[src/rtl/axis_packet_tx.sv]
// Packetising AXI4-Stream master: buffers words in a FIFO, sends packets of pkt_len beats.
// Define AXIS_PACKET_TX_OVF_EN to enable the sticky in_overflow (dropped-write) flag.
module axis_packet_tx #(
    parameter int DATA_WIDTH    = 32,
    parameter int FIFO_DEPTH    = 16,
    parameter int ADDR_WIDTH    = 4,
    parameter int PKT_LEN_WIDTH = 8
) (
    input  logic                      m01_axis_aclk,
    input  logic                      m01_axis_aresetn,
    input  logic                      in_wr_en,
    input  logic [DATA_WIDTH-1:0]     in_wr_data,
    output logic                      in_full,
    input  logic [PKT_LEN_WIDTH-1:0]  pkt_len,
    output logic [DATA_WIDTH-1:0]     m01_axis_tdata,
    output logic [DATA_WIDTH/8-1:0]   m01_axis_tstrb,
    output logic                      m01_axis_tvalid,
    output logic                      m01_axis_tlast,
    input  logic                      m01_axis_tready,
    output logic                      busy,
    output logic [15:0]               pkt_count,
    output logic                      in_overflow
);

    // Handshake: a beat transfers on a rising edge where tvalid and tready are both 1;
    // once tvalid rises it stays high, with tdata/tlast/tstrb frozen, until that transfer.

    localparam int CW = ADDR_WIDTH + 1;
    localparam int LW = (PKT_LEN_WIDTH > CW) ? PKT_LEN_WIDTH : CW;
    localparam logic [CW-1:0] DEPTH_C = CW'(FIFO_DEPTH);
    localparam logic [LW-1:0] DEPTH_L = LW'(FIFO_DEPTH);
    localparam logic [CW-1:0] ONE_C   = CW'(1);

    typedef enum logic {
        IDLE = 1'b0,
        SEND = 1'b1
    } state_t;

    state_t                 state;
    state_t                 state_next;
    logic [DATA_WIDTH-1:0]  mem [FIFO_DEPTH];
    logic [ADDR_WIDTH-1:0]  wr_ptr;
    logic [ADDR_WIDTH-1:0]  rd_ptr;
    logic [CW-1:0]          count;
    logic [CW-1:0]          rem;
    logic [CW-1:0]          rem_next;
    logic [CW-1:0]          eff_len;
    logic [LW-1:0]          len_ext;
    logic                   full;
    logic                   wr_accept;
    logic                   pop;
    logic                   last_beat;
    logic [15:0]            pkt_cnt;

    assign full      = (count == DEPTH_C);
    assign wr_accept = in_wr_en && !full;
    assign pop       = (state == SEND) && m01_axis_tready;
    assign last_beat = (state == SEND) && (rem == ONE_C);

    // Zero means a single beat; anything longer than the FIFO could never start.
    always_comb begin
        len_ext = LW'(pkt_len);
        eff_len = ONE_C;
        if (len_ext == '0) begin
            eff_len = ONE_C;
        end else if (len_ext > DEPTH_L) begin
            eff_len = DEPTH_C;
        end else begin
            eff_len = CW'(len_ext);
        end
    end

    always_comb begin
        state_next = state;
        rem_next   = rem;
        case (state)
            IDLE: begin
                if (count >= eff_len) begin
                    state_next = SEND;
                    rem_next   = eff_len;
                end
            end
            SEND: begin
                if (pop) begin
                    rem_next = rem - ONE_C;
                    if (rem == ONE_C) begin
                        state_next = IDLE;
                    end
                end
            end
            default: begin
                state_next = IDLE;
            end
        endcase
    end

    always_ff @(posedge m01_axis_aclk or negedge m01_axis_aresetn) begin
        if (!m01_axis_aresetn) begin
            state <= IDLE;
            rem   <= '0;
        end else begin
            state <= state_next;
            rem   <= rem_next;
        end
    end

    // Storage carries no reset; pointers and occupancy define what is valid.
    always_ff @(posedge m01_axis_aclk) begin
        if (wr_accept) begin
            mem[wr_ptr] <= in_wr_data;
        end
    end

    always_ff @(posedge m01_axis_aclk or negedge m01_axis_aresetn) begin
        if (!m01_axis_aresetn) begin
            wr_ptr <= '0;
            rd_ptr <= '0;
            count  <= '0;
        end else begin
            if (wr_accept) begin
                wr_ptr <= wr_ptr + 1'b1;
            end
            if (pop) begin
                rd_ptr <= rd_ptr + 1'b1;
            end
            case ({wr_accept, pop})
                2'b10:   count <= count + ONE_C;
                2'b01:   count <= count - ONE_C;
                default: count <= count;
            endcase
        end
    end

    always_ff @(posedge m01_axis_aclk or negedge m01_axis_aresetn) begin
        if (!m01_axis_aresetn) begin
            pkt_cnt <= '0;
        end else if (pop && last_beat) begin
            pkt_cnt <= pkt_cnt + 16'd1;
        end
    end

`ifdef AXIS_PACKET_TX_OVF_EN
    logic ovf;

    always_ff @(posedge m01_axis_aclk or negedge m01_axis_aresetn) begin
        if (!m01_axis_aresetn) begin
            ovf <= 1'b0;
        end else if (in_wr_en && full) begin
            ovf <= 1'b1;
        end
    end

    assign in_overflow = ovf;
`else
    assign in_overflow = 1'b0;
`endif

    // Outputs are decoded from registered state so reset clears them immediately.
    assign in_full         = full;
    assign busy            = (state == SEND);
    assign m01_axis_tvalid = (state == SEND);
    assign m01_axis_tlast  = last_beat;
    assign m01_axis_tdata  = (state == SEND) ? mem[rd_ptr] : '0;
    assign m01_axis_tstrb  = {(DATA_WIDTH/8){state == SEND}};
    assign pkt_count       = pkt_cnt;

endmodule

[config.mk]
export PLATFORM = sky130hd
export DESIGN_NAME = axis_packet_tx
export DESIGN_NICKNAME = d
export VERILOG_FILES = /design/src/rtl/axis_packet_tx.sv
export SDC_FILE = /design/constraint.sdc
export NUM_CORES = 1
export LEC_CHECK = 0
export CORE_ASPECT_RATIO = 0.75
export CORE_MARGIN = 5
export CORE_UTILIZATION = 30
export CTS_CLUSTER_SIZE = 14
export DETAILED_ROUTE_END_ITERATION = 6
export DONT_BUFFER_PORTS = 1
export GPL_TIMING_DRIVEN = 0
export SYNTH_ARGS = -nofsm -noshare
export SYNTH_HDL_FRONTEND = slang
export SYNTH_SLANG_ARGS = --single-unit
[constraint.sdc]
create_clock -name m01_axis_aclk -period 6.26 [get_ports m01_axis_aclk]
set_clock_uncertainty 0.15 [all_clocks]
set_input_delay 0.939 -clock m01_axis_aclk [delete_from_list [all_inputs] [get_ports m01_axis_aclk]]
set_output_delay 0.939 -clock m01_axis_aclk [all_outputs]
set_load 0.005 [all_outputs]
==> reports/summary.txt <==
Via-to-Cell Ratio -> 4.872
Layout cells sized above 1 -> 22.35%
Outcome -> complete, no violations
WP data arrival -> 3700 ps
Achievable Freq -> 0.2090 GHz
Most common cell in the netlist -> edfxtp_1
Critical Path, Cell by Cell -> buf_2, buf_1, clkbuf_1, mux4_2, a32oi_1, o211ai_1
Seq pwr share -> 40.6%
HP Start -> in_wr_data[1]
DIE HEIGHT -> 242.0 µm
Area of the mapped netlist -> 21540 µm²
CP max-delay cell -> clkbuf_1
DR vias -> 10.46k
Boundary Pins -> 101
Final Cycle Share -> 76.44%
Int Pwr -> 7.650 mW
Clock Power Share -> 28.8%
CTS tree -> done
Async SR Flop Fraction -> 6.399%
Final #Nets -> 1207
Unrepaired setup endpoints after global routing -> no
Reg2reg setup slack -> 3220 ps
Top-area cell type share of the netlist area -> 71.39%
# fillers -> 6579
Hold Violations, Final -> 0
Die ar. -> 77300 µm²
Crit end category -> primary output
Req. time, crit path -> 5170 ps
Avg Cell Area, Syn -> 20.36 µm²
Die X -> 319.4 µm
Crit-path max FO -> 10
Min cycle time layout -> 4785 ps
Switching Fraction -> 31.65%
Port Buffers -> 0
Gr usage total -> 12.94%
Post-Route WL -> 50.76 mm
Largest stage delay on the critical path -> 750 ps
R2R depth -> 7
Leak Pwr -> 8.096 nW
Post-Synthesis Cells -> 1058
DRT Pass-1 Iters -> 5
Commonest cells in the synthesized netlist -> edfxtp_1, mux4_2, mux2i_1
Crit Reg-Reg Endpoint -> mem[2][17]
Post-CTS Setup Inserts -> 0
Post-CTS resize count -> 0
Distinct cells, synth -> 47
Clk root buf -> clkbuf_16
Max-slew violations -> 0
First-pass GRT wire length -> 74.69 mm
Clk buf depth -> 3
Cell Pwr Density -> 446.3 nW/µm²
Ant. Diodes -> 0
#FFs+latches synth -> 547
Vias in the first global route -> 10.78k
Slew @ Worst Pin -> 1075 ps
CTS sink cnt -> 547
Min-Delay Path Depth -> 0
Top post-synthesis cells by area -> edfxtp_1, mux4_2, dfrtp_1, mux2i_1, ha_1
ANT nets after route -> 0
Grt ovf -> 0
Final HPWL DP -> 33.16 mm
Gpl congestion -> 0.7278
Slew margin rel. -> 28.34%
Clk Latency, worst-skew pair -> 610 ps
Synth-to-layout area growth -> 16.45%
Top_reg_cell synth -> edfxtp_1
Launching point of the worst reg2reg path -> count[1]
Initial antenna violation count -> 0
Clk pin slew, worst setup/hold paths -> 60 ps
Synthesized Nets -> 1120
Drt wl/cell -> 23.64 µm
Row count -> 85
CP Launch Type -> register
Net Sw Power -> 3.542 mW
Initial Utilization -> 30.13%
Synth warn -> 0
Total CTS buffers -> 55
Final setup vio count -> 0
Gate power share -> 30.5%
Core ar. -> 71470 µm²
Iteration-0 DRC Markers -> 950
WS Path Type -> register to primary output
Max capacitance violation total -> 0
Yosys top cell by area -> edfxtp_1
DRC -> 0
Total power -> 11.19 mW
Final Worst Setup Slack -> 1475 ps
Pin count of the biggest net entering global routing -> 36
Register area share after synthesis -> 75.46%
Maximum vdd drop -> 0.2405 mV
H-tree depth -> 2
Post-synth EDFFs -> 512
Pre-CTS setup slack -> 2080 ps
Hold endpoint -> mem[6][1]
Hold Path Class -> primary input to register
-- worst max path at each step --
stage	startpoint	end	slack (ps)	cells past startpoint
CTS	rd_ptr[1]	m01_axis_tdata[16]	1400	6
global placement	in_wr_en	mem[3][17]	-1390	4
floorplan	in_wr_en	mem[3][0]	1790	4
detailed placement	rd_ptr[1]	m01_axis_tdata[16]	2080	6
global route	rd_ptr[1]	m01_axis_tdata[27]	1280	6
finish	rd_ptr[1]	m01_axis_tdata[27]	1470	6
-- registers in the layout, indices dropped and copies added (netlist names) --
register   count
pkt_count     16
rem            5
count          5
busy           1
wr_ptr         4
mem          512
rd_ptr         4
-- cells by family after synthesis --
kind of cell	share of synthesized area [%]
fa+ha+maj	1.081
buf+inv	1.423
compound gates	2.812
flops	75.46
simple gates	3.085
mux	14.94
other cells	0.01741
xor+xnor	1.179
-- layer usage --
| metal | vias to the layer above | share of wire (%) | GRT usage, % | wire length [µm] |
|---|---|---|---|---|
| met2 | 287 | 50 | 22.13 | 25430 |
| met4 | 0 | 2.0 | 3.154 | 991 |
| met1 | 5581 | 41 | 16.43 | 20560 |
| li1 | 4532 | - | - | - |
| met3 | 61 | 7.4 | 3.608 | 3768 |
| met5 | - | 0 | 0 | 0 |
-- final cells by class --
| class | instances | area [µm²] | area share, % |
|---|---|---|---|
| multi-input combinational | 443 | 5089 | 20.29 |
| sequential | 547 | 16250 | 64.80 |
| timing repair buffer | 30 | 442.9 | 1.766 |
| tap | 957 | 1197 | 4.775 |
| inverter | 12 | 45.04 | 0.1796 |
| clock inverter | 36 | 352.8 | 1.407 |
| buffer | 56 | 261.5 | 1.043 |
| clock buffer | 66 | 1439 | 5.738 |
-- cell usage in the layout (no fill, tap or decap), types with 4 or more instances in the layout --
master and n:
edfxtp_1 512, mux4_2 113, mux2i_1 65, clkbuf_16 56
nand2_1 53, dfrtp_1 35, clkbuf_1 34, xnor2_1 19
o22ai_1 17, ha_1 17, buf_2 14, buf_6 14
nand4_1 13, buf_12 13, nor2_1 12, inv_1 12
o211ai_1 12, nor2_4 12, clkinv_1 12, buf_4 11
xor2_1 10, clkinv_2 10, and3_1 9, buf_1 9
a32oi_1 9, a22oi_1 6, a22o_1 6, a221o_1 6
nor3_1 6, nand3_1 6, a21oi_1 5, bufinv_16 5
nor2b_1 4, nand2b_1 4, nor3_2 4, a21o_1 4
a211oi_1 4, o21ai_0 4
-- worst max-delay path: cells and delay by family (launching register included) --
kind / cells / cell delay, ps
DFF: 1 / 360
buffers and inverters: 3 / 1670
AOI/OAI and AO/OA: 2 / 690
muxes: 1 / 370
-- power groups by stage --
stage	clock network (mW)	logic [mW]	registers, mW
2_1_floorplan	0	2.26	4.59
3_3_place_gp	0	3.32	4.65
3_5_place_dp	0	3.49	4.62
4_1_cts	3.30	3.51	4.55
5_1_grt	3.46	3.67	4.58
6_report	3.23	3.42	4.55
-- through the flow --
| stage | instances | utilization (%) | hold slack [ps] | cell area (µm²) | TNS, ps |
|---|---|---|---|---|---|
| after detailed placement | 2043 | 32.54 | 352.7 | 23260 | 0 |
| after floorplan | 1058 | - | 317.6 | 21540 | 0 |
| after global routing | 2147 | 35.09 | 224.4 | 25080 | 0 |
| final | 2147 | 35.09 | 254.9 | 25080 | 0 |
| after global placement | 2015 | 31.81 | 347.7 | 22730 | -171750 |
| after CTS | 2147 | 35.09 | 219.6 | 25080 | 0 |
-- timing repair --
| action | 4_1_cts | 5_1_grt |
|---|---|---|
| hold endpoints to repair | 35 | 0 |
| endpoints found under the setup margin | 0 | 0 |
| hold buffers | 2 | 0 |
Power figures use the tool's default switching activity.
